==> config.mk <==
export PLATFORM = sky130hd
export DESIGN_NAME = pending_index_scheduler
export DESIGN_NICKNAME = d
export VERILOG_FILES = /design/src/rtl/pending_index_scheduler_pkg.sv /design/src/rtl/find_last_one_index.sv /design/src/rtl/pending_index_scheduler.sv
export SDC_FILE = /design/constraint.sdc
export NUM_CORES = 1
export LEC_CHECK = 0
export CAP_MARGIN = 0
export CORE_MARGIN = 2
export CORE_UTILIZATION = 53
export DETAILED_ROUTE_END_ITERATION = 8
export PLACE_DENSITY = 0.95
export SETUP_SLACK_MARGIN = 0.4
export SYNTH_ARGS = -nofsm -noshare
export SYNTH_HDL_FRONTEND = slang
export SYNTH_HIERARCHICAL = 1
export SYNTH_SLANG_ARGS = --single-unit
==> constraint.sdc <==
create_clock -name clk_in -period 7.33 [get_ports clk_in]
set_input_delay 1.466 -clock clk_in [delete_from_list [all_inputs] [get_ports clk_in]]
set_output_delay 1.466 -clock clk_in [all_outputs]
set_load 0.005 [all_outputs]
==> src/rtl/pending_index_scheduler_pkg.sv <==
// Shared types and elaboration helpers for the pending index scheduler.
package pending_index_scheduler_pkg;

  typedef enum logic {
    ST_EMPTY = 1'b0,
    ST_HOLD  = 1'b1
  } state_t;

  // Upper bound on the request vector, sized for the popcount helper argument.
  localparam int MAX_VECTOR_LENGTH = 256;

  function automatic int clog2(input int value);
    int result;
    result = 0;
    while ((1 << result) < value) result++;
    return result;
  endfunction

  function automatic int popcount(input logic [MAX_VECTOR_LENGTH-1:0] vector);
    int count;
    count = 0;
    for (int i = 0; i < MAX_VECTOR_LENGTH; i++) count += int'(vector[i]);
    return count;
  endfunction

endpackage

==> src/rtl/find_last_one_index.sv <==
// Combinational priority encoder: reports the index of the highest set bit.
module find_last_one_index #(
  parameter int VECTOR_LENGTH    = 8,
  parameter int MAX_OUTPUT_WIDTH = 16
) (
  input  logic [VECTOR_LENGTH-1:0]    vector_in,
  output logic                        one_is_found_out,
  output logic [MAX_OUTPUT_WIDTH-1:0] index_out
);

  // NOTE: every output gets a default before the loop so no path leaves it unassigned, which would infer a latch.
  always_comb begin
    one_is_found_out = 1'b0;
    index_out        = '0;
    // Ascending scan: the last hit, i.e. the highest set bit, wins.
    for (int i = 0; i < VECTOR_LENGTH; i++) begin
      if (vector_in[i]) begin
        one_is_found_out = 1'b1;
        index_out        = MAX_OUTPUT_WIDTH'(i);
      end
    end
  end

endmodule

==> src/rtl/pending_index_scheduler.sv <==
// Merges request pulses into a pending set and issues their indices highest-first
// through a one-entry registered valid/ready output stage.
module pending_index_scheduler
  import pending_index_scheduler_pkg::*;
#(
  parameter int VECTOR_LENGTH = 8,
  parameter int INDEX_WIDTH   = 16,
  parameter int COUNT_WIDTH   = 4
) (
  input  logic                     clk_in,
  input  logic                     reset_n_in,
  input  logic [VECTOR_LENGTH-1:0] set_vector_in,
  input  logic                     set_valid_in,
  input  logic                     clear_all_in,
  output logic [INDEX_WIDTH-1:0]   index_out,
  output logic                     index_valid_out,
  input  logic                     index_ready_in,
  output logic [VECTOR_LENGTH-1:0] pending_vector_out,
  output logic [COUNT_WIDTH-1:0]   pending_count_out,
  output logic                     duplicate_out
);

  if (VECTOR_LENGTH < 1 || VECTOR_LENGTH > MAX_VECTOR_LENGTH ||
      INDEX_WIDTH < clog2(VECTOR_LENGTH) ||
      COUNT_WIDTH < clog2(VECTOR_LENGTH + 1)) begin : g_param_check
    $error("pending_index_scheduler: width parameters too small for VECTOR_LENGTH");
  end

  state_t                   state_q;
  logic [VECTOR_LENGTH-1:0] pending_q;
  logic [VECTOR_LENGTH-1:0] pending_next;
  logic [VECTOR_LENGTH-1:0] retire_mask;
  logic [VECTOR_LENGTH-1:0] set_mask;
  logic [INDEX_WIDTH-1:0]   index_q;
  logic [INDEX_WIDTH-1:0]   enc_index;
  logic [COUNT_WIDTH-1:0]   count_q;
  logic                     enc_found;
  logic                     accept;
  logic                     load;
  logic                     dup_hit;
  logic                     dup_q;

  // The encoder sees only registered pending bits; new sets wait one cycle.
  find_last_one_index #(
    .VECTOR_LENGTH   (VECTOR_LENGTH),
    .MAX_OUTPUT_WIDTH(INDEX_WIDTH)
  ) u_find_last_one_index (
    .vector_in       (pending_q),
    .one_is_found_out(enc_found),
    .index_out       (enc_index)
  );

  assign accept = (state_q == ST_HOLD) && index_ready_in;
  assign load   = enc_found && ((state_q == ST_EMPTY) || accept);

  always_comb begin
    retire_mask = '0;
    for (int i = 0; i < VECTOR_LENGTH; i++) begin
      retire_mask[i] = load && (enc_index == INDEX_WIDTH'(i));
    end
    set_mask = set_valid_in ? set_vector_in : '0;
    // A set of the bit retiring this cycle is not a duplicate; it re-arms the bit.
    dup_hit      = set_valid_in && |(set_vector_in & pending_q & ~retire_mask);
    pending_next = clear_all_in ? '0 : ((pending_q & ~retire_mask) | set_mask);
  end

  // NOTE: state is updated with non-blocking assignments so every register samples pre-edge values.
  always_ff @(posedge clk_in) begin
    if (!reset_n_in) begin
      state_q   <= ST_EMPTY;
      index_q   <= '0;
      pending_q <= '0;
      count_q   <= '0;
      dup_q     <= 1'b0;
    end else begin
      pending_q <= pending_next;
      count_q   <= COUNT_WIDTH'(popcount(MAX_VECTOR_LENGTH'(pending_next)));
      if (clear_all_in) begin
        state_q <= ST_EMPTY;
      end else if (load) begin
        state_q <= ST_HOLD;
        index_q <= enc_index;
      end else if (accept) begin
        state_q <= ST_EMPTY;
      end
      if (!clear_all_in && dup_hit) dup_q <= 1'b1;
    end
  end

  assign index_out          = index_q;
  assign index_valid_out    = (state_q == ST_HOLD);
  assign pending_vector_out = pending_q;
  assign pending_count_out  = count_q;
  assign duplicate_out      = dup_q;

endmodule

Word-level counts from Yosys, hierarchy flattened
Cells that the tools add are included.
{"block": "classes", "n_addsub": 7, "multipliers": 0, "div_mod_pow": 0, "order_cmp": 0, "eq_ne": 7, "n_shift": 0, "mux": 19, "bitwise": 8, "reduce_logical": 19}
{"operator": "equality test 16 x 3 -> 1 bit (second input constant)", "count": 4}
{"operator": "equality test 16 x 2 -> 1 bit (second input constant)", "count": 2}
{"operator": "bitwise AND 8 bit", "count": 3}
{"operator": "adder 4 x 1 -> 4 bit", "count": 4}
{"operator": "equality test 16 x 1 -> 1 bit (second input constant)", "count": 1}
{"operator": "logical NOT 16 bit", "count": 1}
{"operator": "two-way mux 8 bit", "count": 2}
{"operator": "logical AND 1 bit", "count": 12}
{"operator": "two-way mux 3 bit", "count": 4}
{"operator": "two-way mux 1 bit", "count": 11}
{"operator": "NOT 8 bit", "count": 1}
{"operator": "OR 8 bit", "count": 1}
{"operator": "OR reduction 8 bit", "count": 1}
{"operator": "adder 3 x 1 -> 4 bit", "count": 1}
{"operator": "two-way mux 2 bit", "count": 2}
{"operator": "adder 2 x 1 -> 3 bit", "count": 1}
{"operator": "NOT 1 bit", "count": 3}
{"operator": "adder 1 x 1 -> 2 bit", "count": 1}
{"operator": "AND reduction 2 bit", "count": 1}
{"operator": "nonzero test 2 bit", "count": 1}
{"operator": "OR reduction 2 bit", "count": 1}
{"operator": "logical NOT 1 bit", "count": 1}
{"operator": "logical OR 1 bit", "count": 1}
{"block": "word_totals", "ff_bits": 30, "latchBits": 0, "ramBits": 0, "romBits": 0, "in_bits": 13, "elab_cells": 65, "mem_count": 0}

Depth between registers and ports, before layout
{"block": "depth", "depth_word": 21, "mapped_depth": 18}

Cells and area by module
The synthesis kept the hierarchy.
{"module": "pending_index_scheduler", "n_inst": 1, "cells_per_inst": 176, "area_per_inst_um2": 1452.6}
{"module": "find_last_one_index", "n_inst": 1, "cells_per_inst": 26, "area_per_inst_um2": 158.9}

Least setup slack after synthesis
OpenSTA, ideal clock, no wires.
{"block": "synth_path", "path_kind": "in2reg", "start": "input port index_ready_in", "end": "register count_q[2], in the netlist pending_count_out[2]", "t_arrival_ns": 4.521, "path_slack_ns": 2.681, "cell_stages": 15, "n_path_buf": 0, "path_cell_list": "nor2b_1 > nor4b_4 > nand3_1 > a22oi_1 > nor2_1 > fa_1 > inv_1 > fa_1 > inv_1 > fa_1 > ha_1 > inv_1 > fa_1 > xor2_1 > nor2_1"}
{"block": "synth_between", "elab_chain_cells": 15}
{"element": "from (decl)", "line_no": "pending_index_scheduler.sv:17", "source": "input logic index_ready_in,"}
{"element": "logical AND 1 bit", "line_no": "pending_index_scheduler.sv:53", "source": "assign accept = (state_q == ST_HOLD) && index_ready_in;"}
{"element": "logical OR 1 bit", "line_no": "pending_index_scheduler.sv:54", "source": "assign load = enc_found && ((state_q == ST_EMPTY) || accept);"}
{"element": "logical AND 1 bit", "line_no": "pending_index_scheduler.sv:54"}
{"element": "logical AND 1 bit", "line_no": "pending_index_scheduler.sv:59", "source": "retire_mask[i] = load && (enc_index == INDEX_WIDTH'(i));"}
{"element": "NOT 8 bit", "line_no": "pending_index_scheduler.sv:64", "source": "pending_next = clear_all_in ? '0 : ((pending_q & ~retire_mask) | set_mask);"}
{"element": "bitwise AND 8 bit", "line_no": "pending_index_scheduler.sv:64"}
{"element": "OR 8 bit", "line_no": "pending_index_scheduler.sv:64"}
{"element": "two-way mux 8 bit", "line_no": "pending_index_scheduler.sv:64"}
{"element": "named net pending_next[0]", "line_no": "pending_index_scheduler.sv:31", "source": "logic [VECTOR_LENGTH-1:0] pending_next;"}
{"element": "adder 1 x 1 -> 2 bit", "line_no": "pending_index_scheduler_pkg.sv:22", "source": "for (int i = 0; i < MAX_VECTOR_LENGTH; i++) count += int'(vector[i]);"}
{"element": "adder 2 x 1 -> 3 bit", "line_no": "pending_index_scheduler_pkg.sv:22"}
{"element": "adder 3 x 1 -> 4 bit", "line_no": "pending_index_scheduler_pkg.sv:22"}
{"element": "adder 4 x 1 -> 4 bit (4 in a row)", "line_no": "pending_index_scheduler_pkg.sv:22"}
{"element": "to (signal assigned)", "line_no": "pending_index_scheduler.sv:77", "source": "count_q <= COUNT_WIDTH'(popcount(MAX_VECTOR_LENGTH'(pending_next)));"}
{"element": "to (decl)", "line_no": "pending_index_scheduler.sv:36", "source": "logic [COUNT_WIDTH-1:0] count_q;"}
The timed path passes the listed nets, and every way through them passes these cells.
A chain may end at the register's enable or synchronous reset.

Worst setup path in the final report
Same ends and word-level chain as after synthesis.

==> impl_results.md <==
- Reg-to-reg slack, setup: 2.60 ns
- Die Span Y: 59.1 um
- Wire per inst: 13.7 um
- Final TNS setup: 0 ns
- RR Startpoint: pending_vector_out[3]$_SDFF_PN0_
- First-pass GRT wire length: 6.00 mm
- CP Cell Sequence: clkdlybuf4s50_1 -> nor2b_1 -> nor4b_4 -> nand3_1 -> a22oi_1 -> nor2_1 -> fa_1 -> inv_1 -> fa_1 -> inv_1 -> fa_1 -> ha_1 -> inv_1 -> fa_1 -> xor2_1 -> nor2_1
- Fmax achieved: 197 MHz
- Root Buffer: clkbuf_4
- Count of cell types in the netlist: 31
- Vias in the first global route: 1295
- Max Cap Violations: 0
- Port-buffer cells: 42
- Initial DRC Count: 96
- Most common cell in the netlist: nand2_1
- Synth warn: 6
- Mux cell area share after synthesis: 0%
- Register area share after synthesis: 37.3%
- Mean post-synth cell area: 7.98 um2
- Status: completed
- H-tree depth: 2
- Compound-gate portion of the synthesized area: 14.4%
- Startpoint class of the critical path: primary input
- Cells after synthesis: 202
- Hold Path Class: reg2reg
- CTS resizes: 0
- Clock Path Buffers: 2
- Largest family of logic cells by synthesized area: simple AND/OR/NAND/NOR gates
- CP arrival: 5.28 ns
- Via density: 5.47
- Biggest cell delay along the critical path: 0.56 ns
- Post-DRT Antenna Nets: 0
- Final Util: 69.4%
- Number of synthesized flops with an enable pin: 0
- Post-route cell area: 2070 um2
- Top-area cell type share of the netlist area: 37.3%
- Core ar.: 2980 um2
- Peak supply drop: 157 uV
- Initial Util: 54.1%
- DP Area: 1990 um2
- Post-Synth Adder-Cell Area: 7.30%
- Clock sinks: 30
- Routed WL: 3.79 mm
- Sw frac: 27.0%
- Postcts setup bufs: 0
- Synthesis-to-finish area growth: 28.2%
- Skew-Pair Late Insertion Delay: 0.33 ns
- Total GRT Usage: 23.3%
- Combinational group share of total power: 21.1%
- Slew Limit Fails: 0
- Internal power: 0.286 mW
- Switching power total: 0.105 mW
- Synth Area in XOR/XNOR: 0.543%
- Reg2reg path depth: 17
- Max-slew headroom: 38.6%
- Antenna violations before repair: 0
- Post-DP HPWL: 2.95 mm
- Die area: 3500 um2
- Fin nets: 262
- Reg2reg end: pending_count_out[2]$_SDFF_PN0_
- Pwr Total: 0.391 mW
- Setup Crit Path Kind: in2reg
- Cell leakage power: 0.769 nW
- Final Cycle Share: 69.3%
- Top-Level Pins: 43
- Max FO, Critical Path: 6
- Reg power frac: 45.9%
- Yosys top cell by area: dfxtp_1
- #FFs+latches synth: 30
- Ratio of cells with drive above 1 in the final layout: 6.17%
- Simple-Gate Fraction of Synth Area: 29.8%
- Mapped Area: 1610 um2
- Unrepaired setup endpoints after global routing: no
- Worst hold margin: 0.457 ns
- Pwr per Cell Area: 189 nW/um2
- Reg clk slew, reported paths: 0.09 ns
- Top cells by count, synth: 47 x nand2_1, 30 x dfxtp_1, 22 x a21oi_1
- Synth Flop Type: dfxtp_1
- Worst Path Required: 7.53 ns
- Final hold violations: 0
- Worst Setup SP: index_ready_in
- End point of the critical path: pending_count_out[2]$_SDFF_PN0_
- Worst Skew: 0.00719 ns
- CP Capture Type: register
- TritonCTS clock tree: done
- Total grt overflow: 0
- Placer Congestion: 0.868
- # diodes: 0
- Most used cell, CP: fa_1
- Async SR Flop Fraction: 0%
- Worst-Margin Slew: 0.917 ns
- CTS Buf Count: 5
- Clk pwr share: 33.0%
- Finish-stage setup viols: 0
- Vias: 1511
- Largest net degree at the start of global routing: 27
- Residual DRC: 0
- Placement Rows: 20
- Chip width: 59.1 um
- Critical-path top delay cell: fa_1
- Number of detailed-route iterations in the first pass: 5
- Synth area leaders: dfxtp_1 37%, nand2_1 11%, a21oi_1 6.8%, buf_4 6.1%, fa_1 5.0%
- Min cycle time layout: 5.08 ns
- CTS Hold Bufs: 0
[worst max-delay path, delay by kind of cell]
kind	cells	cell delay, ns
xor gates and xnor gates	1	0.14
buffers and inverters	4	0.63
AOI/OAI and AO/OA	1	0.17
adders and majority gates	5	2.06
and+or+nand+nor	5	0.81
[power by group through the flow]
| stage | combinational, mW | sequential, mW | clock, mW |
|---|---|---|---|
| 2_1_floorplan | 0.0490 | 0.183 | 0 |
| 3_3_place_gp | 0.0792 | 0.183 | 0 |
| 3_5_place_dp | 0.0817 | 0.183 | 0 |
| 4_1_cts | 0.0819 | 0.180 | 0.131 |
| 5_1_grt | 0.0913 | 0.181 | 0.140 |
| 6_report | 0.0825 | 0.180 | 0.129 |
[flip-flops by register name, summed over array words and instances (netlist names)]
signal and count:
index_out 16, pending_vector_out 8, pending_count_out 4, duplicate_out 1, index_valid_out 1
[through the flow]
step,cells,setup slack (ns)
2_1_floorplan,214,2.68
3_3_place_gp,268,1.97
3_5_place_dp,268,1.93
4_1_cts,276,2.27
5_1_grt,276,2.05
6_report,276,2.25
[cells by family (layout without fill, tap and decap cells)]
| family | count (synthesis) | in the layout |
|---|---|---|
| and+or+nand+nor | 92 | 92 |
| AOI/OAI and AO/OA | 39 | 39 |
| buffers and inverters | 32 | 61 |
| DFF | 30 | 30 |
| adders and majority gates | 7 | 7 |
| other | 1 | 13 |
| xor gates and xnor gates | 1 | 1 |
[per-layer routing]
metal  global-route usage [%]  wire length [um]  up-vias
met5                        0                 0        -
met3                     4.80               263       10
li1                         -                 -      737
met4                     10.1                89        0
met2                     38.6              1910       69
met1                     29.4              1530      695
[worst min-delay path by stage]
stage / from / to / slack (ns) / cells past startpoint
2_1_floorplan: index_out[0]$_SDFFE_PN0P_ / index_out[0]$_SDFFE_PN0P_ / 0.45 / 2
3_3_place_gp: index_out[9]$_SDFFE_PN0P_ / index_out[9]$_SDFFE_PN0P_ / 0.44 / 2
3_5_place_dp: index_out[12]$_SDFFE_PN0P_ / index_out[12]$_SDFFE_PN0P_ / 0.45 / 2
4_1_cts: index_out[12]$_SDFFE_PN0P_ / index_out[12]$_SDFFE_PN0P_ / 0.46 / 2
5_1_grt: index_out[10]$_SDFFE_PN0P_ / index_out[10]$_SDFFE_PN0P_ / 0.48 / 2
6_report: index_out[12]$_SDFFE_PN0P_ / index_out[12]$_SDFFE_PN0P_ / 0.46 / 2
[final cells by class]
type	count	area, um2
Sequential cell	30	601
Timing Repair Buffer	42	420
Inverter	11	41.3
Multi-Input combinational cell	152	887
Clock buffer	7	45.0
Fill cell	250	912
Tap cell	33	41.3
Clock inverter	1	30.0
[cells in the final DEF, fill, tap and decap left out, types with 4 or more instances in the layout]
master,n
a21oi_1,22
a22oi_1,6
a31oi_1,4
clkbuf_4,5
clkdlybuf4s50_1,42
conb_1,13
dfxtp_1,30
fa_1,4
inv_1,9
nand2_1,47
nand3_1,4
nor2_1,17
nor3_1,6
Note: power is estimated with default switching activity, not from simulation.
